--- config.mk ---
export PLATFORM = sky130hd
export DESIGN_NAME = ds1302_time_set
export DESIGN_NICKNAME = d
export VERILOG_FILES = /design/src/rtl/ds1302_time_set.sv
export SDC_FILE = /design/constraint.sdc
export NUM_CORES = 1
export LEC_CHECK = 0
export ABC_AREA = 1
export BUFFER_PORTS_ARGS = -buffer_cell sky130_fd_sc_hd__buf_2
export CORE_ASPECT_RATIO = 1.1
export CORE_MARGIN = 4
export CORE_UTILIZATION = 35
export DETAILED_ROUTE_END_ITERATION = 6
export PLACE_DENSITY_LB_ADDON = 0.25
export SYNTH_ARGS = -nofsm -noshare
export SYNTH_HDL_FRONTEND = slang
export SYNTH_SLANG_ARGS = --single-unit
--- constraint.sdc ---
create_clock -name clk -period 6.9 [get_ports clk]
set_input_delay 2.07 -clock clk [delete_from_list [all_inputs] [get_ports clk]]
set_output_delay 2.07 -clock clk [all_outputs]
set_load 0.01 [all_outputs]
--- src/rtl/ds1302_time_set.sv ---
// ds1302_time_set: writes a full BCD time/date into a DS1302 RTC over its
// 3-wire interface. The sequence is: clear write-protect, write the seven
// timekeeping registers, then set write-protect again.
// Optional build macro: DS1302_SET_BCD_CHECK_EN. When it is defined, a
// request that carries any non-BCD nibble is rejected with an err pulse.
module ds1302_time_set #(
   parameter int SCLK_HALF = 50,   // clk cycles per SCLK half-period, >= 2
   parameter int CE_GAP    = 200   // clk cycles CE stays low between transactions
) (
   input  logic       clk,
   input  logic       rst,
   input  logic       set_req,
   input  logic [7:0] year,
   input  logic [7:0] month,
   input  logic [7:0] date,
   input  logic [7:0] week,
   input  logic [7:0] hour,
   input  logic [7:0] minute,
   input  logic [7:0] second,
   output logic       busy,
   output logic       done,
   output logic       err,
   output logic       ds1302_ce,
   output logic       ds1302_sclk,
   output logic       ds1302_io_out,
   output logic       ds1302_io_oe
);

   localparam int CNT_MAX = (SCLK_HALF > CE_GAP) ? SCLK_HALF : CE_GAP;
   localparam int CNT_W   = $clog2(CNT_MAX);
   localparam logic [CNT_W-1:0] HALF_LAST = CNT_W'(SCLK_HALF - 1);
   localparam logic [CNT_W-1:0] GAP_LAST  = CNT_W'(CE_GAP - 1);

   typedef enum logic [2:0] {
      IDLE, CE_SETUP, SHIFT, CE_HOLD, GAP, DONE
   } state_t;

   state_t           state, state_nxt;
   logic [CNT_W-1:0] cnt, cnt_nxt;
   logic [3:0]       bit_cnt, bit_nxt;   // 0..15 within the 16-bit frame
   logic             phase, phase_nxt;   // 0 = SCLK low half, 1 = SCLK high half
   logic [3:0]       tx_idx, idx_nxt;    // 0..8, one per register write
   logic             load;

   logic [7:0] f_year, f_month, f_date, f_week, f_hour, f_minute, f_second;
   logic [7:0] cmd_byte, data_byte;
   logic [15:0] frame;

`ifdef DS1302_SET_BCD_CHECK_EN
   logic err_r, err_nxt;
   logic fields_bad;

   function automatic logic bcd_bad(input logic [7:0] v);
      return (v[3:0] > 4'd9) || (v[7:4] > 4'd9);
   endfunction

   // The raw inputs are checked, so an out-of-range seconds tens nibble is
   // rejected even though the CH bit would otherwise be cleared.
   assign fields_bad = bcd_bad(year) || bcd_bad(month) || bcd_bad(date) ||
                       bcd_bad(week) || bcd_bad(hour) || bcd_bad(minute) ||
                       bcd_bad(second);
`endif

   // State register and sequencing counters.
   always_ff @(posedge clk) begin
      // NOTE: sequential state uses non-blocking assignments, so every register
      // in this block updates from the values it held before the edge.
      if (rst) begin
         state   <= IDLE;
         cnt     <= '0;
         bit_cnt <= '0;
         phase   <= 1'b0;
         tx_idx  <= '0;
`ifdef DS1302_SET_BCD_CHECK_EN
         err_r   <= 1'b0;
`endif
      end else begin
         state   <= state_nxt;
         cnt     <= cnt_nxt;
         bit_cnt <= bit_nxt;
         phase   <= phase_nxt;
         tx_idx  <= idx_nxt;
`ifdef DS1302_SET_BCD_CHECK_EN
         err_r   <= err_nxt;
`endif
      end
   end

   // Capture the requested time on accept; seconds go out with CH=0 so the
   // oscillator runs.
   always_ff @(posedge clk) begin
      // NOTE: these are datapath registers without a reset. They are only read
      // after a load, so resetting them would add nothing.
      if (load) begin
         f_year   <= year;
         f_month  <= month;
         f_date   <= date;
         f_week   <= week;
         f_hour   <= hour;
         f_minute <= minute;
         f_second <= {1'b0, second[6:0]};
      end
   end

   // Next-state logic and per-state timing.
   always_comb begin
      // NOTE: every signal gets a default first, so no path through the case
      // infers a latch.
      state_nxt = state;
      cnt_nxt   = cnt;
      bit_nxt   = bit_cnt;
      phase_nxt = phase;
      idx_nxt   = tx_idx;
      load      = 1'b0;
`ifdef DS1302_SET_BCD_CHECK_EN
      err_nxt   = 1'b0;
`endif
      unique case (state)
         IDLE: begin
            cnt_nxt   = '0;
            bit_nxt   = '0;
            phase_nxt = 1'b0;
            idx_nxt   = '0;
            if (set_req) begin
`ifdef DS1302_SET_BCD_CHECK_EN
               if (fields_bad) begin
                  err_nxt = 1'b1;
               end else begin
                  load      = 1'b1;
                  state_nxt = CE_SETUP;
               end
`else
               load      = 1'b1;
               state_nxt = CE_SETUP;
`endif
            end
         end
         CE_SETUP: begin
            if (cnt == HALF_LAST) begin
               cnt_nxt   = '0;
               bit_nxt   = '0;
               phase_nxt = 1'b0;
               state_nxt = SHIFT;
            end else begin
               cnt_nxt = cnt + 1'b1;
            end
         end
         SHIFT: begin
            if (cnt == HALF_LAST) begin
               cnt_nxt = '0;
               if (!phase) begin
                  phase_nxt = 1'b1;
               end else begin
                  phase_nxt = 1'b0;
                  if (bit_cnt == 4'd15) state_nxt = CE_HOLD;
                  else                  bit_nxt   = bit_cnt + 1'b1;
               end
            end else begin
               cnt_nxt = cnt + 1'b1;
            end
         end
         CE_HOLD: begin
            if (cnt == HALF_LAST) begin
               cnt_nxt   = '0;
               state_nxt = GAP;
            end else begin
               cnt_nxt = cnt + 1'b1;
            end
         end
         GAP: begin
            if (cnt == GAP_LAST) begin
               cnt_nxt = '0;
               if (tx_idx == 4'd8) begin
                  state_nxt = DONE;
               end else begin
                  idx_nxt   = tx_idx + 1'b1;
                  state_nxt = CE_SETUP;
               end
            end else begin
               cnt_nxt = cnt + 1'b1;
            end
         end
         DONE: state_nxt = IDLE;
         default: state_nxt = IDLE;
      endcase
   end

   // Command/data pair for the current transaction.
   always_comb begin
      cmd_byte  = 8'h8E;
      data_byte = 8'h00;
      unique case (tx_idx)
         4'd0: begin cmd_byte = 8'h8E; data_byte = 8'h00;     end
         4'd1: begin cmd_byte = 8'h80; data_byte = f_second;  end
         4'd2: begin cmd_byte = 8'h82; data_byte = f_minute;  end
         4'd3: begin cmd_byte = 8'h84; data_byte = f_hour;    end
         4'd4: begin cmd_byte = 8'h86; data_byte = f_date;    end
         4'd5: begin cmd_byte = 8'h88; data_byte = f_month;   end
         4'd6: begin cmd_byte = 8'h8A; data_byte = f_week;    end
         4'd7: begin cmd_byte = 8'h8C; data_byte = f_year;    end
         default: begin cmd_byte = 8'h8E; data_byte = 8'h80; end
      endcase
   end

   // The command byte goes out first and each byte is sent LSB first.
   assign frame = {data_byte, cmd_byte};

   // Pin outputs are decoded from registered state. The bit index only
   // advances at the end of a high phase, so IO settles while SCLK is low.
   assign ds1302_ce     = (state == CE_SETUP) || (state == SHIFT) || (state == CE_HOLD);
   assign ds1302_io_oe  = ds1302_ce;
   assign ds1302_sclk   = (state == SHIFT) && phase;
   assign ds1302_io_out = (state == SHIFT) && frame[bit_cnt];
   assign busy          = (state != IDLE) && (state != DONE);
   assign done          = (state == DONE);
`ifdef DS1302_SET_BCD_CHECK_EN
   assign err = err_r;
`else
   assign err = 1'b0;
`endif

endmodule
* After elaboration in Yosys (flattened, before gate mapping) *
Index checks and enable logic that the tools add are counted.

operators by class
  add/subtract/negate cells = 3
  order comparisons = 1
  eq/ne operators = 26
  muxes and demuxes = 30
  reduce and logical (&&, ||, !) cells = 16

operator list
  operator                                            number
  case mux 8 bit (8 select lines)                     1
  case mux 4 bit (7 select lines)                     1
  two-way mux 3 bit                                   8
  two-way mux 4 bit                                   6
  case mux 8 bit (3 select lines)                     1
  inequality test 2 bit, second input constant        9
  == test 4 x 3 -> 1 bit, second input constant       4
  two-way mux 8 bit                                   2
  case mux 3 bit (5 select lines)                     1
  case mux 4 bit (3 select lines)                     1
  nonzero test 3 bit                                  3
  adder 4 x 1 -> 4 bit, second input constant         2
  adder 8 x 1 -> 8 bit, second input constant         1
  == test 4 x 2 -> 1 bit, second input constant       2
  == test 4 bit, second input constant                2
  == test 8 x 6 -> 1 bit, second input constant       1
  == test 8 bit, second input constant                1
  case mux 4 bit (2 select lines)                     1
  AND reduction 7 bit                                 1
  == test 3 x 2 -> 1 bit, second input constant       2
  == test 3 bit, second input constant                2
  two-way mux 1 bit                                   6
  AND reduction 3 bit                                 2
  < comparator 4 x 5 -> 1 bit, second input constant  1
  12 further kinds                                    15

word-level totals
  bits in registers = 75
  input bits = 59
  output and inout port bits = 7
  logic and storage cells = 88

* Depth between registers and ports, before layout *
  word-level depth = 5
  mapped depth = 13
  depth with buffers taken out = 13

* Worst setup path after synthesis *
Ideal clock, no wire load.

  kind = input to register
  start point = input port set_req
  end point = register f_date[0], enable pin
  arrival time = 4.397 ns
  required time = 6.432 ns
  slack = 2.035 ns
  stages = 2
  path buffers = 0
  cells stage by stage = inv_1 > nor2_1

between the ends
  longest elaborated chain between the ends = 2

ends and longest elaborated chain
  element               RTL line  RTL
  start, declared       12        input logic set_req,
  two-way mux 1 bit     124       if (set_req) begin
  two-way mux 1 bit     118       unique case (state)
  net load              43        logic load;
  end signal, assigned  97        f_date <= date;
  end, declared         45        logic [7:0] f_year, f_month, f_date, f_week, f_hour, f_minute, f_second;

The timed path passes the listed nets, and every way through them passes these cells.
A chain may end at the register's enable or synchronous reset.

* Worst setup path in the final report *
  start point = register tx_idx[2]
  end point = output port ds1302_io_out

between the ends
  longest elaborated chain between the ends = 5
  elaborated cells between the ends (all ways) = 13

ends and longest elaborated chain
  element                                                                                    RTL line  RTL
  start, declared                                                                            42        logic [3:0] tx_idx, idx_nxt;
  start signal, assigned                                                                     82        tx_idx <= idx_nxt;
  == test 4 x 3 -> 1 bit (tied with other cells)                                             192       unique case (tx_idx)
  case mux 8 bit (8 select lines) / case mux 4 bit (7 select lines) (equally long branches)  192
  binary-select mux 1 bit (select 4 bit) *                                                   213       assign ds1302_io_out = (state == SHIFT) && frame[bit_cnt];
  two-way mux 1 bit (implied by the code) *                                                  213
  logical AND 1 bit *                                                                        213
  end, declared                                                                              25        output logic ds1302_io_out,

Mark *: on every way between the ends. The rest lies on a longest branch, timed or not. The select of a mux whose other input is x is not followed.

==> flow_summary.toml <==
[clock_network]
tritoncts_num_sinks = 75
hold_buffers = 0
post-cts-setup-buffers = 0
clk-insertion-delay-late_ns = 0.35
clock_tree.buffer_depth = 2
cts_tree = "yes"
ctsResizeCount = 0
clk_pin_slew_ns = 0.08
htreeDepth = 3
cts_root_buffer = "clkbuf_8"
cts-buffers-inserted = 9

[final_layout]
fillerInstances = 1011
layout_area_growth_over_synthesis_pct = 16.68
postLayoutCoreUtil = 0.4267
proportion_of_layout_cells_with_a_drive_suffix_above_1 = 0.2229
most_used_cells_in_the_layout_excluding_fill_and_tap_cells = "nand2_1 (99), buf_2 (63), edfxtp_1 (55)"
layout_commonest_cell = "nand2_1"
final_nets = 534
n_antenna_cell = 0
area_of_the_multi_input_gates_um2 = 1359
ff_latch_area_um2 = 2052

[power_and_ir_drop]
seqPwrFrac = 0.493
sw_frac_of_total = 0.3306
power_switching_uw = 432.0
leakage_uw = 0.001837
peakVddDrop_v = 0.0001953
power.density_cell_area_nw_per_um2 = 305.4
cell_internal_pwr_uw = 875.0
p_clk_frac = 0.246
p_comb_frac = 0.261

[logic_synthesis]
synth_top_area_cell = "edfxtp_1"
synth_edf_count = 55
synth_area_um2 = 3669
synth_flop_cell = "edfxtp_1"
synth_area_per_cell_um2 = 9.080
synth_top_area_share = 0.4502
synthTopCellsByArea = "edfxtp_1 (45%), dfxtp_1 (11%), nand2_1 (10%)"
synth_nets = 471
synth_sequential_area_ratio = 0.5593
synthesis.yosys.warnings = 0
yosys_register_bits = 75
synth.distinct_cells = 36
async_flop_share = 0
postSynthCellCount = 404

[floorplanning]
chipWidth_um = 105.6
fp.coreArea_um2 = 10030
boundaryPins = 66
die_y_um = 115.4
start_util = 0.3657
core.rowCount = 38
fp.dieArea_um2 = 12190

[routing]
routed_wire_length_per_instance_um = 12.63
route.antenna.remaining_nets = 0
drt_pre_antenna_iters = 5
route.final.wire_length_um = 7716
detail_route.vias_per_cell = 4.682
dr.first_iter.drc_count = 137
detailroute.via_count = 2861
drc_errors = 0

[sta]
fin_setup_tns_ns = 0
finalHoldViolCount = 0
finalSetupViolations = 0
achievable-frequency_mhz = 217.2
hold-worst-slack_ns = 0.4851
final-max-slew-violation-count = 0
tightestPinTransition_ns = 0.9691
min_period_ns = 4.604
rsz0062_at_grt = "false"
fin_crit_sh = 0.6672
worst_slew_margin_rel = 0.3531
finalClockSkew_ns = 0.009528

[critical_path]
path_common_cell = "nand2_1"
critPathSlowestCell = "dfxtp_1"
critical_path_required_ns = 4.83
crit_path_cell_trace = "nand3_1, inv_1, nand2_1, nand2_1, nor2_1, nand2_1, nand2_1, nand2_1, nand3_1, a21oi_1, buf_2"
timing.critical_path.arrival_ns = 2.53
critical_path.startpoint_type = "flip-flop"
cpPeakStageDelay_ns = 0.96
crit_type = "reg2out"
timing.critical_path.fanout_max = 23
setup.worst_path.end_class = "primary output"

[grt]
wire_length_of_the_first_global_routing_pass_um = 12830
first_global_vias = 2832
grt_antenna_before_repair = 0
globalRoute.totalOverflow = 0
grt_start_max_net_pins = 56
grt_usage = 0.1326

[placed_design]
gp_congestion = 0.8279
dp_hpwl_um = 5569
buffer_ports.inserted = 63

[outcome]
status = "complete, no violations"

[worst_hold_path]
hold_path.class = "reg2reg"

[flow_run]
timing.max_cap.violations = 0
==> area by class of cell <==
type	instances	area share
clock inverter	5	0.01286
clock buffer	10	0.02982
timing repair buffer	64	0.07542
sequential	75	0.4794
multi-input combinational	271	0.3174
tap	140	0.04092
inverter	46	0.04414
==> cell usage after synthesis (3+ instances only) <==
cell,n
inv_2,8
edfxtp_1,55
xor2_1,4
nand3_1,31
dfxtp_1,20
a21oi_1,18
nor2_4,4
o22ai_1,3
nand2_1,99
buf_2,4
nor3_1,4
ha_1,8
nand4_1,17
nor2_1,46
o21ai_1,5
inv_1,35
nand2_2,3
o21ai_0,9
nor2_2,6
buf_4,3
==> metal layers <==
metal / global-route usage / up-vias / wire, um
met2: 0.2275 / 65 / 3807
met5: 0 / - / 0
li1: - / 1486 / -
met1: 0.1659 / 1299 / 3446
met4: 0.05181 / 0 / 123
met3: 0.02639 / 11 / 339
==> worst max-delay path: cells and delay by family, from the launching register on <==
kind / cells / cell delay, ns
compound gates: 1 / 0.15
buf+inv: 2 / 0.34
flops: 1 / 0.96
simple gates: 8 / 0.73
==> state kept, by name (all words and copies together) (netlist names), 7 cells and up <==
name      flops
f_year        8
cnt           8
f_month       8
f_hour        8
f_week        8
f_date        8
f_second      7
f_minute      8
==> per-stage QoR <==
step	instance area, um^2	setup slack (ns)	std cells	total power, uW
global placement	4098	2.686	596	994.3
floorplan	3669	2.035	404	904.8
detailed placement	4098	2.692	596	1002
global route	4280	2.036	611	1394
CTS	4280	2.295	611	1323
finish	4280	2.296	611	1307
==> power groups by stage <==
stage	Clock (uW)	Sequential (uW)	Combinational [uW]
floorplan	0	650	255
global placement	0	653	341
detailed placement	0	655	346
CTS	330	645	348
global route	352	655	387
finish	322	644	341
==> cell families after synthesis <==
| group | Yosys count | synth area share |
|---|---|---|
| and+or+nand+nor | 214 | 0.2630 |
| DFF | 75 | 0.5593 |
| buffers and inverters | 58 | 0.07231 |
| AOI/OAI and AO/OA | 44 | 0.06753 |
| adders and majority gates | 8 | 0.02729 |
| xor gates and xnor gates | 4 | 0.009549 |
| other | 1 | 0.001022 |
==> path summary, 6_finish.rpt <==
path / startpoint / cells after the start / slack [ns] / to
min: cnt[7]$_SDFFE_PP0P_ / 2 / 0.49 / cnt[7]$_SDFFE_PP0P_
max reg2reg: tx_idx[2]$_SDFFE_PP0P_ / 8 / 4.93 / tx_idx[2]$_SDFFE_PP0P_
max: tx_idx[2]$_SDFFE_PP0P_ / 11 / 2.30 / ds1302_io_out
min reg2reg: cnt[7]$_SDFFE_PP0P_ / 2 / 0.49 / cnt[7]$_SDFFE_PP0P_
Power figures use the tool's default switching activity.
